<file path="src/rtl/i2s_rx_frontend.sv">
// Slave I2S receiver: oversamples sclk/ws/data on clk, recovers 24-bit stereo words
// and presents the top OUT_W bits of each L/R pair with a one-clk vld strobe.
//
// state   | meaning
// SYNC_HI | unlocked, waiting for ws = 1 (right slot)
// SYNC_LO | waiting for ws fall; that srise is the delay bit
// LEFT    | shifting left-channel bits MSB-first
// WAIT_R  | left word done, skipping padding until ws rises
// RIGHT   | shifting right-channel bits MSB-first
// WAIT_L  | right word done, skipping padding until ws falls
module i2s_rx_frontend #(
  parameter int DATA_W = 24,
  parameter int OUT_W  = 16
) (
  input  logic             clk,
  input  logic             rst_n,
  input  logic             I2S_sclk,
  input  logic             I2S_ws,
  input  logic             I2S_data,
  output logic [OUT_W-1:0] lft_chnnl,
  output logic [OUT_W-1:0] rght_chnnl,
  output logic             vld,
  output logic             synced
);

  localparam int CNT_W = $clog2(DATA_W + 1);
  localparam logic [CNT_W-1:0] LAST_BIT = CNT_W'(DATA_W - 1);

  typedef enum logic [2:0] {
    SYNC_HI,
    SYNC_LO,
    LEFT,
    WAIT_R,
    RIGHT,
    WAIT_L
  } state_t;

  state_t             state;
  logic               sclk_s1, sclk_s2, sclk_s3;
  logic               ws_s1, ws_s2;
  logic               data_s1, data_s2;
  logic               srise;
  logic               commit;
  logic [CNT_W-1:0]   bit_cnt;
  logic [DATA_W-1:0]  shift_q;
  logic [DATA_W-1:0]  shift_nxt;
  logic [OUT_W-1:0]   left_hold;

  always_ff @(posedge clk or negedge rst_n) begin
    if (!rst_n) begin
      sclk_s1 <= 1'b0;
      sclk_s2 <= 1'b0;
      sclk_s3 <= 1'b0;
      ws_s1   <= 1'b0;
      ws_s2   <= 1'b0;
      data_s1 <= 1'b0;
      data_s2 <= 1'b0;
    end else begin
      sclk_s1 <= I2S_sclk;
      sclk_s2 <= sclk_s1;
      sclk_s3 <= sclk_s2;
      ws_s1   <= I2S_ws;
      ws_s2   <= ws_s1;
      data_s1 <= I2S_data;
      data_s2 <= data_s1;
    end
  end

  assign srise     = sclk_s2 & ~sclk_s3;
  assign shift_nxt = {shift_q[DATA_W-2:0], data_s2};

  always_ff @(posedge clk or negedge rst_n) begin
    if (!rst_n) begin
      state      <= SYNC_HI;
      bit_cnt    <= '0;
      shift_q    <= '0;
      left_hold  <= '0;
      commit     <= 1'b0;
      lft_chnnl  <= '0;
      rght_chnnl <= '0;
      vld        <= 1'b0;
      synced     <= 1'b0;
    end else begin
      vld    <= 1'b0;
      commit <= 1'b0;
      // srise never fires two clks in a row, so the shift register is stable here
      if (commit) begin
        lft_chnnl  <= left_hold;
        rght_chnnl <= shift_q[DATA_W-1 -: OUT_W];
        vld        <= 1'b1;
        synced     <= 1'b1;
      end
      if (srise) begin
        case (state)
          SYNC_HI: if (ws_s2) state <= SYNC_LO;
          SYNC_LO: begin
            if (!ws_s2) begin
              state   <= LEFT;
              bit_cnt <= '0;
            end
          end
          LEFT: begin
            if (ws_s2) begin
              state  <= SYNC_HI;
              synced <= 1'b0;
            end else begin
              shift_q <= shift_nxt;
              bit_cnt <= bit_cnt + CNT_W'(1);
              if (bit_cnt == LAST_BIT) begin
                left_hold <= shift_nxt[DATA_W-1 -: OUT_W];
                state     <= WAIT_R;
              end
            end
          end
          WAIT_R: begin
            if (ws_s2) begin
              state   <= RIGHT;
              bit_cnt <= '0;
            end
          end
          RIGHT: begin
            if (!ws_s2) begin
              state  <= SYNC_HI;
              synced <= 1'b0;
            end else begin
              shift_q <= shift_nxt;
              bit_cnt <= bit_cnt + CNT_W'(1);
              if (bit_cnt == LAST_BIT) begin
                commit <= 1'b1;
                state  <= WAIT_L;
              end
            end
          end
          WAIT_L: begin
            if (!ws_s2) begin
              state   <= LEFT;
              bit_cnt <= '0;
            end
          end
          default: state <= SYNC_HI;
        endcase
      end
    end
  end

endmodule

</file>
<file path="config.mk">
export PLATFORM = sky130hd
export DESIGN_NAME = i2s_rx_frontend
export DESIGN_NICKNAME = d
export VERILOG_FILES = /design/src/rtl/i2s_rx_frontend.sv
export SDC_FILE = /design/constraint.sdc
export NUM_CORES = 1
export LEC_CHECK = 0
export BUFFER_PORTS_ARGS = -buffer_cell sky130_fd_sc_hd__buf_2
export CAP_MARGIN = 20
export CORE_MARGIN = 4
export CORE_UTILIZATION = 44
export CTS_CLUSTER_SIZE = 30
export DETAILED_ROUTE_END_ITERATION = 10
export GPL_TIMING_DRIVEN = 0
export PLACE_DENSITY = 0.65
export SETUP_SLACK_MARGIN = 0.5
export SYNTH_ARGS = -nofsm -noshare
export SYNTH_HDL_FRONTEND = slang
export SYNTH_SLANG_ARGS = --single-unit
</file>
<file path="constraint.sdc">
create_clock -name clk -period 1.81 [get_ports clk]
set_input_delay 0 -clock clk [delete_from_list [all_inputs] [get_ports clk]]
set_output_delay 0 -clock clk [all_outputs]
set_load 0.02 [all_outputs]
</file>
==> results.ini, run 1 <==
[status]
outcome=finished with violations
violations=setup timing

[power_and_ir_drop]
p_per_area_nw_per_um2=940
vdd_drop_max_v=0.000375
leakagePower_nw=2.40

[worst_setup_path]
r2r-end=shift_q[9]
r2r_start=state[2]
cp_cell_sequence=buf_6, or3b_4, a211oi_4, buf_6, buf_8, mux2_4
crit_path_max_incr_delay_ns=0.38
rr_worst_depth=6
start_kind=register
cpMostUsedCell=buf_6
crit_path_end_kind=register
critPathTopFamily=buffers and inverters
cpMaxStageDelayCell=dfrtp_1
r2r_slack_ns=-0.04
criticalPathCategory=register to register
critPathBufInv=3
crit_arrival_ns=2.09
worstPathRequired_ns=2.04
cp_max_fo=5

[route]
ant_nets=0
dr.pass1.iters=4
route.detailed.drc=0
viasPerCell=4.97
routedWlPerCell_um=15.6
drt_iter0_markers=53
wirelength_mm=6.51
vias=2074

[layout]
final_common_cell=dfrtp_1
n_fill_cell=605
fin_area_um2=4690
area_growth_pct=35.6
final_cells=417
nets=316
drive_above_1_share_pct=57.8
antennaDiodeCount=0
fin_util_pct=61.0
final_cell_mix=dfrtp_1 (89), buf_2 (37), mux2_4 (36), mux2_2 (36), buf_6 (14)

[yosys]
synth_seq_cells=90
synth-main-ff-cell=dfrtp_1
synth_compound_area_share_pct=3.83
ys_types=29
syn-instance-count=230
synthMuxAreaShare_pct=23.4
synthSimpleGateAreaFrac_pct=4.85
synth_seq_area_share_pct=65.1
synth_top_family_by_area=multiplexers
synth.avg_cell_area_um2=15.0
synth_edf_count=0
yosysWarnings=0
synth_adder_area_share_pct=0.362
async_flop_share_pct=100
synth_area_um2=3460
syn_nets=236
synthXorXnorAreaFrac_pct=0.253

[clocking]
insertion_delay_ns=0.35
cts_tree=done
root_buffer=clkbuf_8
htreeDepth=3
cts.sinks=90
clockBufferDepth=2
cts.reportedPaths.clkPinSlew_ns=0.09
cts_made_buffers=9

[die]
ios=39
placementRows=32
dieArea_um2=9350
coreArea_um2=7690
start_util_pct=45.0
die_h_um=96.7
fp.dieW_um=96.7

[sta]
setup_ws_ns=-0.0419
max_freq_ghz=0.540
fin_crit_sh_pct=102
maxSlewViolCount=0
min_period_ns=1.85
hold_viol=0
setup_viol=29
max_slew_margin_pct=63.1
finalClockSkew_ns=0.00918
rsz0062_at_grt=true
max_slew.worst_pin.slew_ns=0.554

[global_route]
grt_pass1_vias=2158
overflow=0
antenna_found_initial=0
grt_max_degree=50
grt_usage_pct=14.6
grt_pass1_wl_mm=11.0

[placement]
portBuffers=38
place_hpwl_mm=3.75
routabilityCongestion=0.746
postPlaceCellArea_um2=3860
dp.cells=371

[worst_hold_path]
hold_path_class=input pin to asynchronous set/reset pin

[run]
cap_violations=0

==> through the flow <==
stage | setup TNS, ns | hold WS, ns | total power (W) | setup slack (ns)
2_1_floorplan | 0 | -0.296 | 0.00248 | 0.0258
3_3_place_gp | -4.49 | 0.108 | 0.00258 | -0.0957
3_5_place_dp | -1.19 | 0.0296 | 0.00261 | -0.128
4_1_cts | -0.638 | 0.187 | 0.00436 | -0.0448
5_1_grt | -1.92 | 0.214 | 0.00461 | -0.123
6_report | -0.779 | 0.182 | 0.00441 | -0.0419
==> kinds of logic (layout without fill, tap and decap cells) <==
kind of cell               count (synthesis)  after routing
DFF                                       90             90
AOI/OAI and AO/OA                         19             19
adders and majority gates                  1              1
muxes                                     72             72
and+or+nand+nor                           33             33
buffers and inverters                     14             99
xor gates and xnor gates                   1              1
==> layout make-up <==
cell class / instances / area (um2) / area share, %
well taps: 102 / 128 / 2.72
multi-input cells: 126 / 1370 / 29.3
repair buffers: 69 / 587 / 12.5
flip-flops and latches: 90 / 2250 / 48.0
inverters: 2 / 7.51 / 0.160
plain buffers: 12 / 115 / 2.45
clock inverters: 5 / 85.1 / 1.81
clock buffers: 11 / 141 / 3.01
==> synth_stat cells, drive strengths merged, types with 3 or more instances <==
cell type | count | area share, %
a21oi | 3 | 0.43
buf | 6 | 1.3
clkbuf | 6 | 0.65
dfrtp | 90 | 65
mux2 | 72 | 23
nand2 | 9 | 0.98
nand2b | 4 | 0.72
nand3 | 4 | 0.58
nand3b | 3 | 0.65
nor2 | 8 | 0.87
o21ai | 3 | 0.43
==> worst max path at each step <==
stage | startpoint | endpoint | slack (ns) | depth (start not counted)
after floorplan | state[2] | shift_q[10] | 0.03 | 6
after global placement | state[2] | shift_q[10] | -0.1 | 6
after detailed placement | state[2] | shift_q[11] | -0.13 | 6
after CTS | state[2] | shift_q[3] | -0.04 | 6
after global routing | state[2] | bit_cnt[4] | -0.12 | 8
final | state[2] | shift_q[9] | -0.04 | 6
==> routing by layer <==
layer  global-route usage, %  routed length, um
met5                       0                  0
met4                    5.51                 89
met3                    4.47                247
met2                    21.9               3040
met1                    19.9               3130
==> state kept, by name, summed over array words and instances (netlist names) <==
register	count
ws_s1	1
vld	1
ws_s2	1
commit	1
shift_q	24
rght_chnnl	16
sclk_s1	1
sclk_s2	1
state	3
left_hold	16
sclk_s3	1
synced	1
bit_cnt	5
data_s2	1
lft_chnnl	16
data_s1	1
==> what timing repair did <==
action	CTS	global route
cloned	3	0
hold buffers	4	0
setup buffers	18	5
hold endpoints to repair	44	0
setup endpoints to repair	75	65
pin swaps	6	2
gates resized for setup	65	14
==> where the power goes <==
part / total [W] / leakage [nW] / internal, W / switching (W)
clock: 0.00152 / 0.110 / 0.000824 / 0.000694
combinational: 0.000703 / 1.07 / 0.000378 / 0.000325
sequential: 0.00219 / 1.22 / 0.00211 / 0.0000753
total: 0.00441 / 2.40 / 0.00331 / 0.00109
(Power assumes the default switching activity.)
==> run 2, diff against run 1 <==
ABC_AREA = 1   (was default)
PLACE_DENSITY = 0.66   (was 0.65)
==> run 2 against run 1 <==
  * The flow now finishes without violations
  * Clock-buffer cell count shrank 2
  * First-iteration DRC count grew 110%
  * Combinational power grew 36%
  * Critical path type unchanged
==> results.ini, run 2 <==
[status]
outcome=finished clean

[layout]
regMostFlops=shift_q
antennaDiodeCount=0  ; unchanged
final_common_cell=dfrtp_1
area_growth_pct=21.8
final_cell_mix=dfrtp_1 (87), nand2_1 (56), buf_2 (39)
drive_above_1_share_pct=38.2  ; -20 points
nets=409  ; +29%
fin_area_um2=4400  ; -6.2%
largest_register_ffs=24  ; unchanged

[worst_setup_path]
crit_arrival_ns=1.70  ; -0.39 ns
r2r_slack_ns=0.35  ; +0.39 ns
cp_max_fo=10  ; +5
criticalPathCategory=register to register
startpoint=state[1]
cpMostUsedCell=nand2_2
start_kind=register
cpMaxStageDelayCell=dfrtp_1
cp_cell_sequence=buf_6, nor2_4, nand2_2, a21oi_4, nand2_8, buf_12, nand2_2, o21ai_2
crit_path_end_kind=register
worstPathRequired_ns=2.05  ; about the same
r2r_start=state[1]
crit_path_max_incr_delay_ns=0.38  ; about the same
rr_worst_depth=8  ; +2

[route]
dr.pass1.iters=4  ; unchanged
route.detailed.drc=0  ; unchanged
routedWlPerCell_um=14.2  ; -8.7%
vias=2521  ; +22%
ant_nets=0  ; unchanged
wirelength_mm=7.27  ; +12%
viasPerCell=4.94  ; -0.61%
drt_iter0_markers=112  ; +110%

[sta]
max_slew_margin_pct=73.4  ; +10 points
max_freq_ghz=0.684  ; +27%
maxSlewViolCount=0  ; unchanged
finalClockSkew_ns=0.0118  ; +0.00261 ns
hold_viol=0  ; unchanged
setup_ws_ns=0.349  ; +0.391 ns
min_period_ns=1.46  ; -0.391 ns
rsz0062_at_grt=true
max_slew.worst_pin.slew_ns=0.398  ; -0.155 ns
setup_viol=0  ; -100%
fin_crit_sh_pct=80.7  ; -22 points

[yosys]
syn-instance-count=334  ; +45%
yosysTopAreaCellShare_pct=62.3  ; -2.8 points
synth_seq_area_share_pct=62.3  ; -2.8 points
synth_seq_cells=90  ; unchanged
synth_area_um2=3610  ; +4.4%
ys_types=28  ; -3.4%
yosysTopAreaCell=dfrtp_1
async_flop_share_pct=100  ; unchanged
synth-main-ff-cell=dfrtp_1
synth.avg_cell_area_um2=10.8  ; -28%
yosysMostFrequentCell=dfrtp_1
syn_nets=340  ; +44%
yosysWarnings=0  ; unchanged
synthTopCellsByArea=dfrtp_1 (62%), nand2_1 (7.0%), mux2_2 (5.3%), o21ai_2 (3.9%), nand3_1 (2.8%)
synth_edf_count=0  ; unchanged
netlist_top_cells_count=dfrtp_1 (90), nand2_1 (67), inv_1 (25)

[global_route]
grt_max_degree=63  ; +26%
antenna_found_initial=0  ; unchanged
overflow=0  ; unchanged
grt_pass1_vias=2354  ; +9.1%
grt_pass1_wl_mm=12.0  ; +9.0%
grt_usage_pct=15.5  ; +0.98 points

[die]
fp.dieW_um=98.6  ; +2.0%
placementRows=32  ; unchanged
die_h_um=98.6  ; +2.0%
dieArea_um2=9720  ; +4.0%
start_util_pct=46.0  ; +1.0 points
coreArea_um2=7850  ; +2.1%
ios=39  ; unchanged

[power_and_ir_drop]
leakagePower_nw=2.22  ; -7.4%
vdd_drop_max_v=0.000461  ; +23%
p_per_area_nw_per_um2=990  ; +5.4%

[clocking]
htreeDepth=3  ; unchanged
cts.reportedPaths.clkPinSlew_ns=0.09  ; about the same
root_buffer=clkbuf_8
cts_tree=done
clockBufferDepth=2  ; unchanged
insertion_delay_ns=0.36  ; about the same
cts_made_buffers=9  ; unchanged
cts.sinks=90  ; unchanged

[placement]
pre_cts_slack_ns=0.147  ; +0.275 ns
routabilityCongestion=0.824  ; +10%
place_hpwl_mm=4.63  ; +23%
portBuffers=38  ; unchanged
postPlaceCellArea_um2=3990  ; +3.3%

[run]
cap_violations=0  ; unchanged

[worst_hold_path]
hold_path_class=input pin to asynchronous set/reset pin

run 2: worst paths after layout:
path | to
worst min-delay path | bit_cnt[3]
worst min register to register | ws_s2
worst max register to register | shift_q[17]
min in group clk | ws_s1
worst max-delay path | shift_q[17]
max in group asynchronous | shift_q[20]
run 2: through the flow:
stage | utilization (%) | setup TNS [ns] | total power, W | std cells | hold WS, ns
2_1_floorplan | - | 0 | 0.00271 | 334 | -0.296
3_3_place_gp | 50.5 | -7.29 | 0.00285 | 474 | 0.108
3_5_place_dp | 50.8 | 0 | 0.00288 | 475 | -0.0425
5_1_grt | 56.1 | 0 | 0.00461 | 510 | 0.143
4_1_cts | 55.3 | 0 | 0.00427 | 508 | 0.131
6_report | 56.1 | 0 | 0.00436 | 510 | 0.125
run 2: layout make-up:
cell class / count / area, um2
Clock buffer: 9 / 124
Timing Repair Buffer: 57 / 365
Multi-Input combinational cell: 204 / 1230
Sequential cell: 90 / 2260
Tap cell: 102 / 128
Buffer: 14 / 146
Fill cell: 713 / 3450
Inverter: 27 / 101
Clock inverter: 7 / 45.0
run 2: cells by family after synthesis:
group / Yosys count / synth area share (%)
buffers and inverters: 41 / 5.68
AOI/OAI and AO/OA: 55 / 9.70
DFF: 90 / 62.3
and+or+nand+nor: 129 / 16.4
adders and majority gates: 1 / 0.346
muxes: 17 / 5.30
xor gates and xnor gates: 1 / 0.243
run 2: metal layers:
metal / part of all wire, % / vias up / track usage [%] / wire length, um
li1: - / 1233 / - / -
met4: 1.8 / 0 / 6.93 / 134
met2: 45 / 49 / 22.4 / 3280
met3: 3.6 / 14 / 3.40 / 265
met5: 0 / - / 0 / 0
met1: 49 / 1225 / 22.6 / 3580
run 2: repair_timing:
action,CTS,global route
hold buffers,4,0
cloned,0,1
gates resized for setup,17,22
hold endpoints to repair,93,0
buffers inserted,13,1
setup endpoints to repair,72,59
pin swaps,4,4
run 2: where the power goes:
| part | internal [W] | switching (W) |
|---|---|---|
| Sequential | 0.00211 | 0.0000901 |
| Combinational | 0.000398 | 0.000555 |
| Clock | 0.000496 | 0.000711 |
| Total | 0.00300 | 0.00136 |
run 2: critical path, delay by kind of cell, from the launching register on:
family | cells | cell delay, ns
buf+inv | 2 | 0.30
compound gates | 2 | 0.26
flops | 1 | 0.38
simple gates | 4 | 0.42
